===== config.mk =====
export PLATFORM = sky130hd
export DESIGN_NAME = i2c_target_regs_flat
export DESIGN_NICKNAME = d
export VERILOG_FILES = /design/src/rtl/i2c_target_regs_if.sv /design/src/rtl/i2c_target_regs.sv /design/src/flat_wrapper.sv
export SDC_FILE = /design/constraint.sdc
export NUM_CORES = 1
export LEC_CHECK = 0
export ABC_AREA = 1
export CORE_ASPECT_RATIO = 1.1
export CORE_MARGIN = 3
export CORE_UTILIZATION = 50
export CTS_CLUSTER_SIZE = 14
export DETAILED_ROUTE_END_ITERATION = 16
export PLACE_DENSITY = 0.75
export SYNTH_ARGS = -nofsm -noshare
export SYNTH_HDL_FRONTEND = slang
export SYNTH_SLANG_ARGS = --single-unit

===== constraint.sdc =====
create_clock -name CLK -period 2.3 [get_ports CLK]
set_input_delay 0.46 -clock CLK [delete_from_list [all_inputs] [get_ports CLK]]
set_output_delay 0.46 -clock CLK [all_outputs]
set_load 0.1 [all_outputs]

===== src/rtl/i2c_target_regs_if.sv =====
// I2C pad and local register-bus signals of the I2C target.
// slave is the target's view; master is the environment (pads + register bus).
interface i2c_target_regs_if #(
    parameter int REG_AW = 8
);
    logic              scl_read;
    logic              sda_read;
    logic              sda_write;
    logic [REG_AW-1:0] reg_addr;
    logic [7:0]        reg_wdata;
    logic              reg_we;
    logic              reg_re;
    logic [7:0]        reg_rdata;
    logic              busy;

    modport slave (
        input  scl_read, sda_read, reg_rdata,
        output sda_write, reg_addr, reg_wdata, reg_we, reg_re, busy
    );

    modport master (
        output scl_read, sda_read, reg_rdata,
        input  sda_write, reg_addr, reg_wdata, reg_we, reg_re, busy
    );
endinterface


===== src/rtl/i2c_target_regs.sv =====
// I2C target bridging an external I2C controller to a byte-wide local register bus.
// Never stretches SCL; SDA is open-drain (0 = pull low, 1 = release).
module i2c_target_regs_filt #(
    parameter int FILTER_LEN = 3
) (
    input  logic CLK,
    input  logic reset_in,
    input  logic i_raw,
    output logic o_filt
);
    localparam int CW = $clog2(FILTER_LEN + 1);

    logic [1:0]    r_sync;
    logic [CW-1:0] r_cnt;
    logic          r_filt;

    // Idle I2C lines are high, so the filter resets to 1 and produces no event.
    always_ff @(posedge CLK or posedge reset_in) begin
        if (reset_in) begin
            r_sync <= 2'b11;
            r_cnt  <= '0;
            r_filt <= 1'b1;
        end else begin
            r_sync <= {r_sync[0], i_raw};
            if (r_sync[1] == r_filt) begin
                r_cnt <= '0;
            end else if (r_cnt == CW'(FILTER_LEN - 1)) begin
                r_filt <= r_sync[1];
                r_cnt  <= '0;
            end else begin
                r_cnt <= r_cnt + CW'(1);
            end
        end
    end

    assign o_filt = r_filt;
endmodule

module i2c_target_regs #(
    parameter logic [6:0] DEV_ADDR   = 7'h42,
    parameter int         FILTER_LEN = 3,
    parameter int         REG_AW     = 8
) (
    input logic              CLK,
    input logic              reset_in,
    i2c_target_regs_if.slave bus
);
    typedef enum logic [2:0] {
        S_IDLE, S_ADDR, S_ADDR_ACK, S_WR_BYTE, S_WR_ACK, S_RD_BYTE, S_RD_ACK, S_WAIT_STOP
    } state_t;

    logic w_scl_f, w_sda_f;
    logic r_scl_d, r_sda_d;

    i2c_target_regs_filt #(.FILTER_LEN(FILTER_LEN)) u_scl_filt (
        .CLK(CLK), .reset_in(reset_in), .i_raw(bus.scl_read), .o_filt(w_scl_f));
    i2c_target_regs_filt #(.FILTER_LEN(FILTER_LEN)) u_sda_filt (
        .CLK(CLK), .reset_in(reset_in), .i_raw(bus.sda_read), .o_filt(w_sda_f));

    logic w_scl_rise, w_scl_fall, w_start, w_stop;
    assign w_scl_rise = w_scl_f & ~r_scl_d;
    assign w_scl_fall = ~w_scl_f & r_scl_d;
    assign w_start    = r_sda_d & ~w_sda_f & w_scl_f & r_scl_d;
    assign w_stop     = ~r_sda_d & w_sda_f & w_scl_f & r_scl_d;

    state_t            r_state, w_state_nxt;
    logic [7:0]        r_shift, w_shift_nxt;
    logic [3:0]        r_bitcnt, w_bitcnt_nxt;
    logic              r_rw, w_rw_nxt;
    logic              r_first, w_first_nxt;
    logic              r_ack_drv, w_ack_drv_nxt;
    logic              r_sda_w, w_sda_w_nxt;
    logic              r_busy, w_busy_nxt;
    logic [REG_AW-1:0] r_addr, w_addr_nxt;
    logic [7:0]        r_wdata, w_wdata_nxt;
    logic              r_we, w_we_nxt;
    logic              r_re, w_re_nxt;
    logic              r_re_d;
    logic [7:0]        w_byte;

    assign w_byte = {r_shift[6:0], w_sda_f};

    always_ff @(posedge CLK or posedge reset_in) begin
        if (reset_in) begin
            r_state   <= S_IDLE;
            r_shift   <= '0;
            r_bitcnt  <= '0;
            r_rw      <= 1'b0;
            r_first   <= 1'b0;
            r_ack_drv <= 1'b0;
            r_sda_w   <= 1'b1;
            r_busy    <= 1'b0;
            r_addr    <= '0;
            r_wdata   <= '0;
            r_we      <= 1'b0;
            r_re      <= 1'b0;
            r_re_d    <= 1'b0;
            r_scl_d   <= 1'b1;
            r_sda_d   <= 1'b1;
        end else begin
            r_state   <= w_state_nxt;
            r_shift   <= w_shift_nxt;
            r_bitcnt  <= w_bitcnt_nxt;
            r_rw      <= w_rw_nxt;
            r_first   <= w_first_nxt;
            r_ack_drv <= w_ack_drv_nxt;
            r_sda_w   <= w_sda_w_nxt;
            r_busy    <= w_busy_nxt;
            r_addr    <= w_addr_nxt;
            r_wdata   <= w_wdata_nxt;
            r_we      <= w_we_nxt;
            r_re      <= w_re_nxt;
            r_re_d    <= r_re;
            r_scl_d   <= w_scl_f;
            r_sda_d   <= w_sda_f;
        end
    end

    always_comb begin
        w_state_nxt   = r_state;
        w_shift_nxt   = r_shift;
        w_bitcnt_nxt  = r_bitcnt;
        w_rw_nxt      = r_rw;
        w_first_nxt   = r_first;
        w_ack_drv_nxt = r_ack_drv;
        w_sda_w_nxt   = r_sda_w;
        w_busy_nxt    = r_busy;
        w_addr_nxt    = r_addr;
        w_wdata_nxt   = r_wdata;
        w_we_nxt      = 1'b0;
        w_re_nxt      = 1'b0;

        // Bus conditions outrank any SCL edge seen in the same cycle.
        if (w_start || w_stop) begin
            w_state_nxt  = w_start ? S_ADDR : S_IDLE;
            w_sda_w_nxt  = 1'b1;
            w_bitcnt_nxt = '0;
            w_busy_nxt   = 1'b0;
        end else begin
            case (r_state)
                S_ADDR: if (w_scl_rise) begin
                    w_shift_nxt  = w_byte;
                    w_bitcnt_nxt = r_bitcnt + 4'd1;
                    if (r_bitcnt == 4'd7) begin
                        w_bitcnt_nxt  = '0;
                        w_ack_drv_nxt = 1'b0;
                        if (w_byte[7:1] == DEV_ADDR) begin
                            w_state_nxt = S_ADDR_ACK;
                            w_rw_nxt    = w_byte[0];
                            w_busy_nxt  = 1'b1;
                        end else begin
                            w_state_nxt = S_IDLE;
                        end
                    end
                end
                // First fall pulls SDA low; a read leaves on the 9th rise (SDA then
                // carries the MSB from the next fall), a write on the 9th fall.
                S_ADDR_ACK: if (w_scl_fall) begin
                    if (!r_ack_drv) begin
                        w_sda_w_nxt   = 1'b0;
                        w_ack_drv_nxt = 1'b1;
                    end else begin
                        w_sda_w_nxt  = 1'b1;
                        w_first_nxt  = 1'b1;
                        w_bitcnt_nxt = '0;
                        w_state_nxt  = S_WR_BYTE;
                    end
                end else if (w_scl_rise && r_ack_drv && r_rw) begin
                    w_re_nxt     = 1'b1;
                    w_bitcnt_nxt = '0;
                    w_state_nxt  = S_RD_BYTE;
                end
                S_WR_BYTE: if (w_scl_rise) begin
                    w_shift_nxt  = w_byte;
                    w_bitcnt_nxt = r_bitcnt + 4'd1;
                    if (r_bitcnt == 4'd7) begin
                        w_bitcnt_nxt  = '0;
                        w_ack_drv_nxt = 1'b0;
                        w_state_nxt   = S_WR_ACK;
                        if (r_first) begin
                            w_addr_nxt = REG_AW'(w_byte);
                        end else begin
                            w_wdata_nxt = w_byte;
                            w_we_nxt    = 1'b1;
                        end
                    end
                end else if (w_scl_fall) begin
                    w_sda_w_nxt = 1'b1;
                end
                S_WR_ACK: if (w_scl_fall) begin
                    if (!r_ack_drv) begin
                        w_sda_w_nxt   = 1'b0;
                        w_ack_drv_nxt = 1'b1;
                    end else begin
                        w_sda_w_nxt = 1'b1;
                        if (!r_first)
                            w_addr_nxt = r_addr + REG_AW'(1);
                        w_first_nxt = 1'b0;
                        w_state_nxt = S_WR_BYTE;
                    end
                end
                S_RD_BYTE: if (w_scl_fall) begin
                    if (r_bitcnt < 4'd8) begin
                        w_sda_w_nxt  = r_shift[7];
                        w_shift_nxt  = {r_shift[6:0], 1'b1};
                        w_bitcnt_nxt = r_bitcnt + 4'd1;
                    end else begin
                        w_sda_w_nxt = 1'b1;
                        w_state_nxt = S_RD_ACK;
                    end
                end
                S_RD_ACK: if (w_scl_rise) begin
                    if (!w_sda_f) begin
                        w_re_nxt     = 1'b1;
                        w_bitcnt_nxt = '0;
                        w_state_nxt  = S_RD_BYTE;
                    end else begin
                        w_state_nxt = S_WAIT_STOP;
                    end
                end
                default: ;
            endcase
        end

        // Read pipeline: pointer advances the cycle after reg_re, data lands one later.
        if (r_re)
            w_addr_nxt = r_addr + REG_AW'(1);
        if (r_re_d)
            w_shift_nxt = bus.reg_rdata;
    end

    assign bus.sda_write = r_sda_w;
    assign bus.reg_addr  = r_addr;
    assign bus.reg_wdata = r_wdata;
    assign bus.reg_we    = r_we;
    assign bus.reg_re    = r_re;
    assign bus.busy      = r_busy;
endmodule


===== src/flat_wrapper.sv =====
// flat-port wrapper written by rule: the top's interface ports become plain ports
module i2c_target_regs_flat 
#(
    parameter logic [6:0] DEV_ADDR   = 7'h42,
    parameter int         FILTER_LEN = 3,
    parameter int         REG_AW     = 8
)
  (CLK, reset_in, bus_scl_read, bus_sda_read, bus_reg_rdata, bus_sda_write, bus_reg_addr, bus_reg_wdata, bus_reg_we, bus_reg_re, bus_busy);
  i2c_target_regs_if #(.REG_AW(REG_AW)) bus_i ();
  input logic CLK;
  input logic reset_in;
  input wire logic [$bits(bus_i.scl_read)-1:0] bus_scl_read;
  input wire logic [$bits(bus_i.sda_read)-1:0] bus_sda_read;
  input wire logic [$bits(bus_i.reg_rdata)-1:0] bus_reg_rdata;
  output wire logic [$bits(bus_i.sda_write)-1:0] bus_sda_write;
  output wire logic [$bits(bus_i.reg_addr)-1:0] bus_reg_addr;
  output wire logic [$bits(bus_i.reg_wdata)-1:0] bus_reg_wdata;
  output wire logic [$bits(bus_i.reg_we)-1:0] bus_reg_we;
  output wire logic [$bits(bus_i.reg_re)-1:0] bus_reg_re;
  output wire logic [$bits(bus_i.busy)-1:0] bus_busy;
  assign bus_i.scl_read = bus_scl_read;
  assign bus_i.sda_read = bus_sda_read;
  assign bus_i.reg_rdata = bus_reg_rdata;
  assign bus_sda_write = bus_i.sda_write;
  assign bus_reg_addr = bus_i.reg_addr;
  assign bus_reg_wdata = bus_i.reg_wdata;
  assign bus_reg_we = bus_i.reg_we;
  assign bus_reg_re = bus_i.reg_re;
  assign bus_busy = bus_i.busy;
  i2c_target_regs #(.DEV_ADDR(DEV_ADDR), .FILTER_LEN(FILTER_LEN), .REG_AW(REG_AW)) u_core (.CLK(CLK), .reset_in(reset_in), .bus(bus_i));
endmodule

-- After elaboration in Yosys (flattened, before gate mapping)
Index checks and enable logic that the tools add are counted.
- register bits after elaboration: 51
- bits in latches: 0
- RAM bits: 0
- memory bits (read-only): 0
- input port bits: 12
- output and inout port bits: 20
- word-level logic and storage cells: 194
- memories kept: 0
- add/subtract/negate cells: 4
- multiply operators: 0
- div/mod/pow operators: 0
- magnitude comparators: 1
- equal/unequal tests: 46
- shift-type cells: 0
- mux-type cells: 78
- bitwise gates (word level): 16
- reduce and logical (&&, ||, !) cells: 28
- operators with widths (cell ; number):
    8-bit 2-to-1 mux ; 13
    3-bit by 1-bit inequality test with 1-bit output, second input constant ; 19
    4-bit 2-to-1 mux ; 10
    3-bit 2-to-1 mux ; 12
    8-bit one-hot mux with 2 select lines ; 2
    1-bit 2-to-1 mux ; 29
    5-bit AND reduction ; 5
    2-bit by 1-bit inequality test with 1-bit output, second input constant ; 9
    3-bit one-hot mux with 6 select lines ; 1
    4-bit one-hot mux with 4 select lines ; 1
    8-bit AND reduction ; 2
    2-bit 2-to-1 mux ; 6
    2-bit nonzero test ; 6
    10-bit AND reduction ; 1
    3-bit equality test, second input constant ; 3
    8-bit by 1-bit adder with 8-bit output, second input constant ; 1
    1-bit AND ; 8
    1-bit NOT ; 8
    7-bit equality test, second input constant ; 1
    7-bit nonzero test ; 1
    3-bit by 2-bit equality test with 1-bit output, second input constant ; 2
    3-bit by 2-bit inequality test with 1-bit output, second input constant ; 2
    3-bit inequality test, second input constant ; 2
    1-bit one-hot mux with 2 select lines ; 3
    19 further kinds ; 26

-- Depth between registers and ports, before layout
- depth in word-level cells: 8
- gate-level depth with buffers: 11
- mapped depth without buffers: 10

-- Hierarchy
A second synthesis with hierarchy kept.
- cell total of the unflattened synthesis: 398
- area total of the unflattened synthesis: 3005.4 µm²
- by module, submodules not included (module ; times used ; cells an instance ; area an instance (µm²) ; seq. area each (µm²)):
    i2c_target_regs ; 1 ; 354 ; 2617.5 ; 1029.7
    i2c_target_regs_filt ; 2 ; 22 ; 193.9 ; 128.9

-- Worst setup path after synthesis
Ideal clock, no wire load.
- kind: reg2reg
- start point: reg u_core.r_re (netlist: u_core.bus.reg_re)
- end point: reg u_core.r_addr[7] (netlist: u_core.bus.reg_addr[7])
- library setup time: 121 ps
- arrival time: 2024 ps
- data required time: 2179 ps
- setup slack: 155 ps
- stages on the path, launching flop included: 9
- clock period less this slack: 2145 ps
- cells stage by stage: dfrtp_1 clkinv_1 nand2_1 buf_2 nand2_1 nor2_1 a21oi_1 nand2_1 nand2_1
- longest elaborated chain between the ends: 2
- elaborated cells on any way between the ends: 10
- those cells by class: 7 x eq/ne; 1 x mux; 2 x reduce/logical
- ends and longest elaborated chain (what ; RTL line ; source):
    start: declaration ; i2c_target_regs.sv:77 ; logic r_re, w_re_nxt;
    start signal: assignment ; i2c_target_regs.sv:112 ; r_re <= w_re_nxt;
    3-bit by 1-bit inequality test with 1-bit output (no source line) (tied with other cells) ; -- ;
    8-bit AND reduction (no source line) ; -- ;
    end signal: assignment ; i2c_target_regs.sv:109 ; r_addr <= w_addr_nxt;
    end: declaration ; i2c_target_regs.sv:74 ; logic [REG_AW-1:0] r_addr, w_addr_nxt;
Several ways; a longest one is shown, not always the timed one.
A chain may end at the register's enable or synchronous reset.

-- Worst setup path after layout
- start point: reg u_core.u_sda_filt.r_filt (netlist: u_core.u_sda_filt.o_filt)
- end point: reg u_core.r_shift[7]
- longest elaborated chain between the ends: 7
- elaborated cells on any way between the ends: 10
- those cells by class: 1 x eq/ne; 7 x bitwise; 2 x reduce/logical
- ends and longest elaborated chain (what ; RTL line ; source):
    start: declaration ; i2c_target_regs.sv:15 ; logic r_filt;
    start signal: assignment ; i2c_target_regs.sv:28 ; r_filt <= r_sync[1];
    1-bit NOT ; i2c_target_regs.sv:63 ; assign w_start = r_sda_d & ~w_sda_f & w_scl_f & r_scl_d;
    1-bit AND (3 in a row) ; i2c_target_regs.sv:63 ;
    1-bit logical OR (*) ; i2c_target_regs.sv:134 ; if (w_start || w_stop) begin
    2-bit by 1-bit inequality test with 1-bit output (no source line) (*) ; -- ;
    5-bit AND reduction (no source line) (*) ; -- ;
    end signal: assignment ; i2c_target_regs.sv:102 ; r_shift <= w_shift_nxt;
    end: declaration ; i2c_target_regs.sv:67 ; logic [7:0] r_shift, w_shift_nxt;
Every way passes the cells marked *; elsewhere a longest branch is shown, timed or not.

==> flow_metrics.env <==
export IMPL_synthFlopType="dfrtp_1"
export IMPL_vdd_ir_drop_max_v=0.000481
export IMPL_synthArstFlopShare_pct=100
export IMPL_fin_worst_skew_ns=0.0108
export IMPL_clk_pin_slew_ns=0.10
export IMPL_r2r_start="u_core.u_sda_filt.o_filt"
export IMPL_synth_edf_count=0
export IMPL_track_usage_pct=20.8
export IMPL_setup_tns_ns=0
export IMPL_cp_start_kind="flop"
export IMPL_final_cell_area_mm2=0.00339
export IMPL_max_freq_ghz=0.530
export IMPL_place_port_buffers=31
export IMPL_grt_pass1_vias=2472
export IMPL_leakage_nw=1.76
export IMPL_worst_pin_slew_ns=0.501
export IMPL_dp_slack_ns=0.470
export IMPL_required_ns=2.56
export IMPL_yosys_area_top_type="dfrtp_1"
export IMPL_synth_seq_cells=51
export IMPL_yosysMostFrequentCell="nand2_1"
export IMPL_clock_latency_ns=0.32
export IMPL_min_period_ns=1.89
export IMPL_syn_inst=401
export IMPL_io_pins=32
export IMPL_crit_start="u_core.u_sda_filt.o_filt"
export IMPL_finalWirelength_um=6670
export IMPL_synthTopCellsByArea="dfrtp_1 (35%), nand2_1 (15%), nand3_1 (9.1%)"
export IMPL_cts_tree="built"
export IMPL_hpwlAfterDp_um=4990
export IMPL_post_drt_wl_per_cell_um=13.1
export IMPL_finalSetupViolations=0
export IMPL_dieArea_mm2=0.00690
export IMPL_synth_cell_type_count=34
export IMPL_fin_crit_sh_pct=82.0
export IMPL_worstPathMaxFanout=24
export IMPL_powerDensity_mw_per_mm2=905
export IMPL_setup_ws_ns=0.413
export IMPL_worst_setup_path_type="flop to flop"
export IMPL_utilization_pct=60.9
export IMPL_post_cts_setup_buffers=0
export IMPL_synth_seq_area_share_pct=43.4
export IMPL_drv_cap=0
export IMPL_antenna_found_initial=0
export IMPL_die_h_um=86.8
export IMPL_dieWidth_um=79.5
export IMPL_vias=2695
export IMPL_nets=447
export IMPL_grt_pass1_wl_um=11300
export IMPL_finalPower_w=0.00307
export IMPL_cts_resized=0
export IMPL_syn_cell_area_mm2=0.00297
export IMPL_drc=0
export IMPL_h_tree_depth=2
export IMPL_slew_viol_final=0
export IMPL_finalHoldViolCount=0
export IMPL_hold_class="flop to flop"
export IMPL_clock_sinks=51
export IMPL_grt_max_degree=26
export IMPL_drt_first_pass_iters=5
export IMPL_cts_path_max_buffers=2
export IMPL_yosys_warnings=0
export IMPL_rsz0062_at_grt="no"
export IMPL_yosysTopAreaCellShare_pct=35.4
export IMPL_cp_end_kind="flop"
export IMPL_vias_per_cell=5.29
export IMPL_path_cells="inv_2 -> nand2_1 -> nand2_1 -> nand2_2 -> nand2_2 -> a21oi_4 -> nand2_4 -> nand2_8 -> nand2_2 -> nand2_1"
export IMPL_rrSetupSlack_ns=0.41
export IMPL_gr_total_overflow=0
export IMPL_arrival_ns=2.14
export IMPL_netlist_top_cells_count="nand2_1 (120), nand3_1 (54), dfrtp_1 (42), inv_1 (30), nor2_1 (29)"
export IMPL_ctsHoldBuffers=0
export IMPL_dr_first_iter_drc_count=270
export IMPL_synthesis_nets=415
export IMPL_min_from="u_core.u_scl_filt.r_sync[0]"
export IMPL_cp_buffers_inverters=1
export IMPL_final_layout_size_suffix_gt1_share_pct=18.7
export IMPL_row_count=28
export IMPL_antenna_cells=0
export IMPL_gp_congestion=0.897
export IMPL_crit_family="simple AND/OR/NAND/NOR gates"
export IMPL_initial_core_util_pct=53.3
export IMPL_design_core_area_mm2=0.00557
export IMPL_status="completed"
export IMPL_cpPeakStageDelay_ns=0.61
export IMPL_cts_made_buffers=5
export IMPL_syn_to_final_growth_pct=14.2
export IMPL_cts_root_buf="clkbuf_8"
export IMPL_cp_slowest_cell="dfstp_2"
export IMPL_syn_avg_cell_area_um2=7.40
export IMPL_slew_headroom_pct=66.6
export IMPL_dpl_cell_area_mm2=0.00329
export IMPL_ant_nets=0
registers in the layout, summed over array words and instances (netlist names), 2 cells and up:
signal,count
u_core.u_sda_filt.r_cnt,2
u_core.u_scl_filt.r_cnt,2
u_core.r_state,3
u_core.u_sda_filt.r_sync,2
u_core.bus.reg_addr,8
u_core.r_shift,8
u_core.bus.reg_wdata,8
u_core.u_scl_filt.r_sync,2
u_core.r_bitcnt,4
metal layers:
metal,track usage (%),vias up,part of all wire (%)
li1,-,1346,-
met1,27.3,1245,45
met3,3.85,17,4.9
met2,34.3,87,47
met5,0,-,0
met4,7.66,0,2.8
logic make-up after synthesis:
kind of cell | Yosys count | share of synthesized area [%]
simple gates | 241 | 37.3
xor+xnor | 7 | 2.07
buf+inv | 55 | 8.01
fa+ha+maj | 2 | 0.843
compound gates | 45 | 8.43
flops | 51 | 43.4
cells in the final DEF (no fill, tap or decap), types with 6 or more instances in the layout:
cell type	count
buf_4	22
o21ai_0	22
clkdlybuf4s50_1	11
nand2_1	120
nand3_1	54
inv_2	12
nand2_2	14
dfstp_2	9
a21oi_1	6
nor2_1	29
o21ai_1	10
inv_1	29
dfrtp_1	42
report_power, final:
part	internal [W]	leakage (nW)	switching, W
Clock	0.000224	0.0463	0.000328
Combinational	0.000348	1.05	0.000876
Sequential	0.00111	0.665	0.000183
Total	0.00168	1.76	0.00139
layout make-up:
type	count	area [um^2]
fill	520	2180
multi-input combinational	295	1440
sequential	51	1290
timing repair buffer	34	295
inverter	46	175
tap	75	93.8
clock buffer	5	68.8
clock inverter	3	27.5
per-stage QoR:
| step | cells | hold WS (ns) |
|---|---|---|
| 6_report | 509 | 0.363 |
| 5_1_grt | 509 | 0.370 |
| 4_1_cts | 509 | 0.364 |
| 3_5_place_dp | 501 | 0.349 |
| 3_3_place_gp | 501 | 0.346 |
| 2_1_floorplan | 401 | 0.345 |
path summary, 6_finish.rpt:
path                                                to  cells after the start
min                        u_core.u_scl_filt.r_sync[1]                      0
max in group asynchronous     u_core.u_scl_filt.o_filt                      3
min reg2reg                u_core.u_scl_filt.r_sync[1]                      0
min in group asynchronous            u_core.bus.reg_we                      2
max                                  u_core.r_shift[7]                     10
max reg2reg                          u_core.r_shift[7]                     10
No activity file was read; power rests on OpenSTA's default activity.
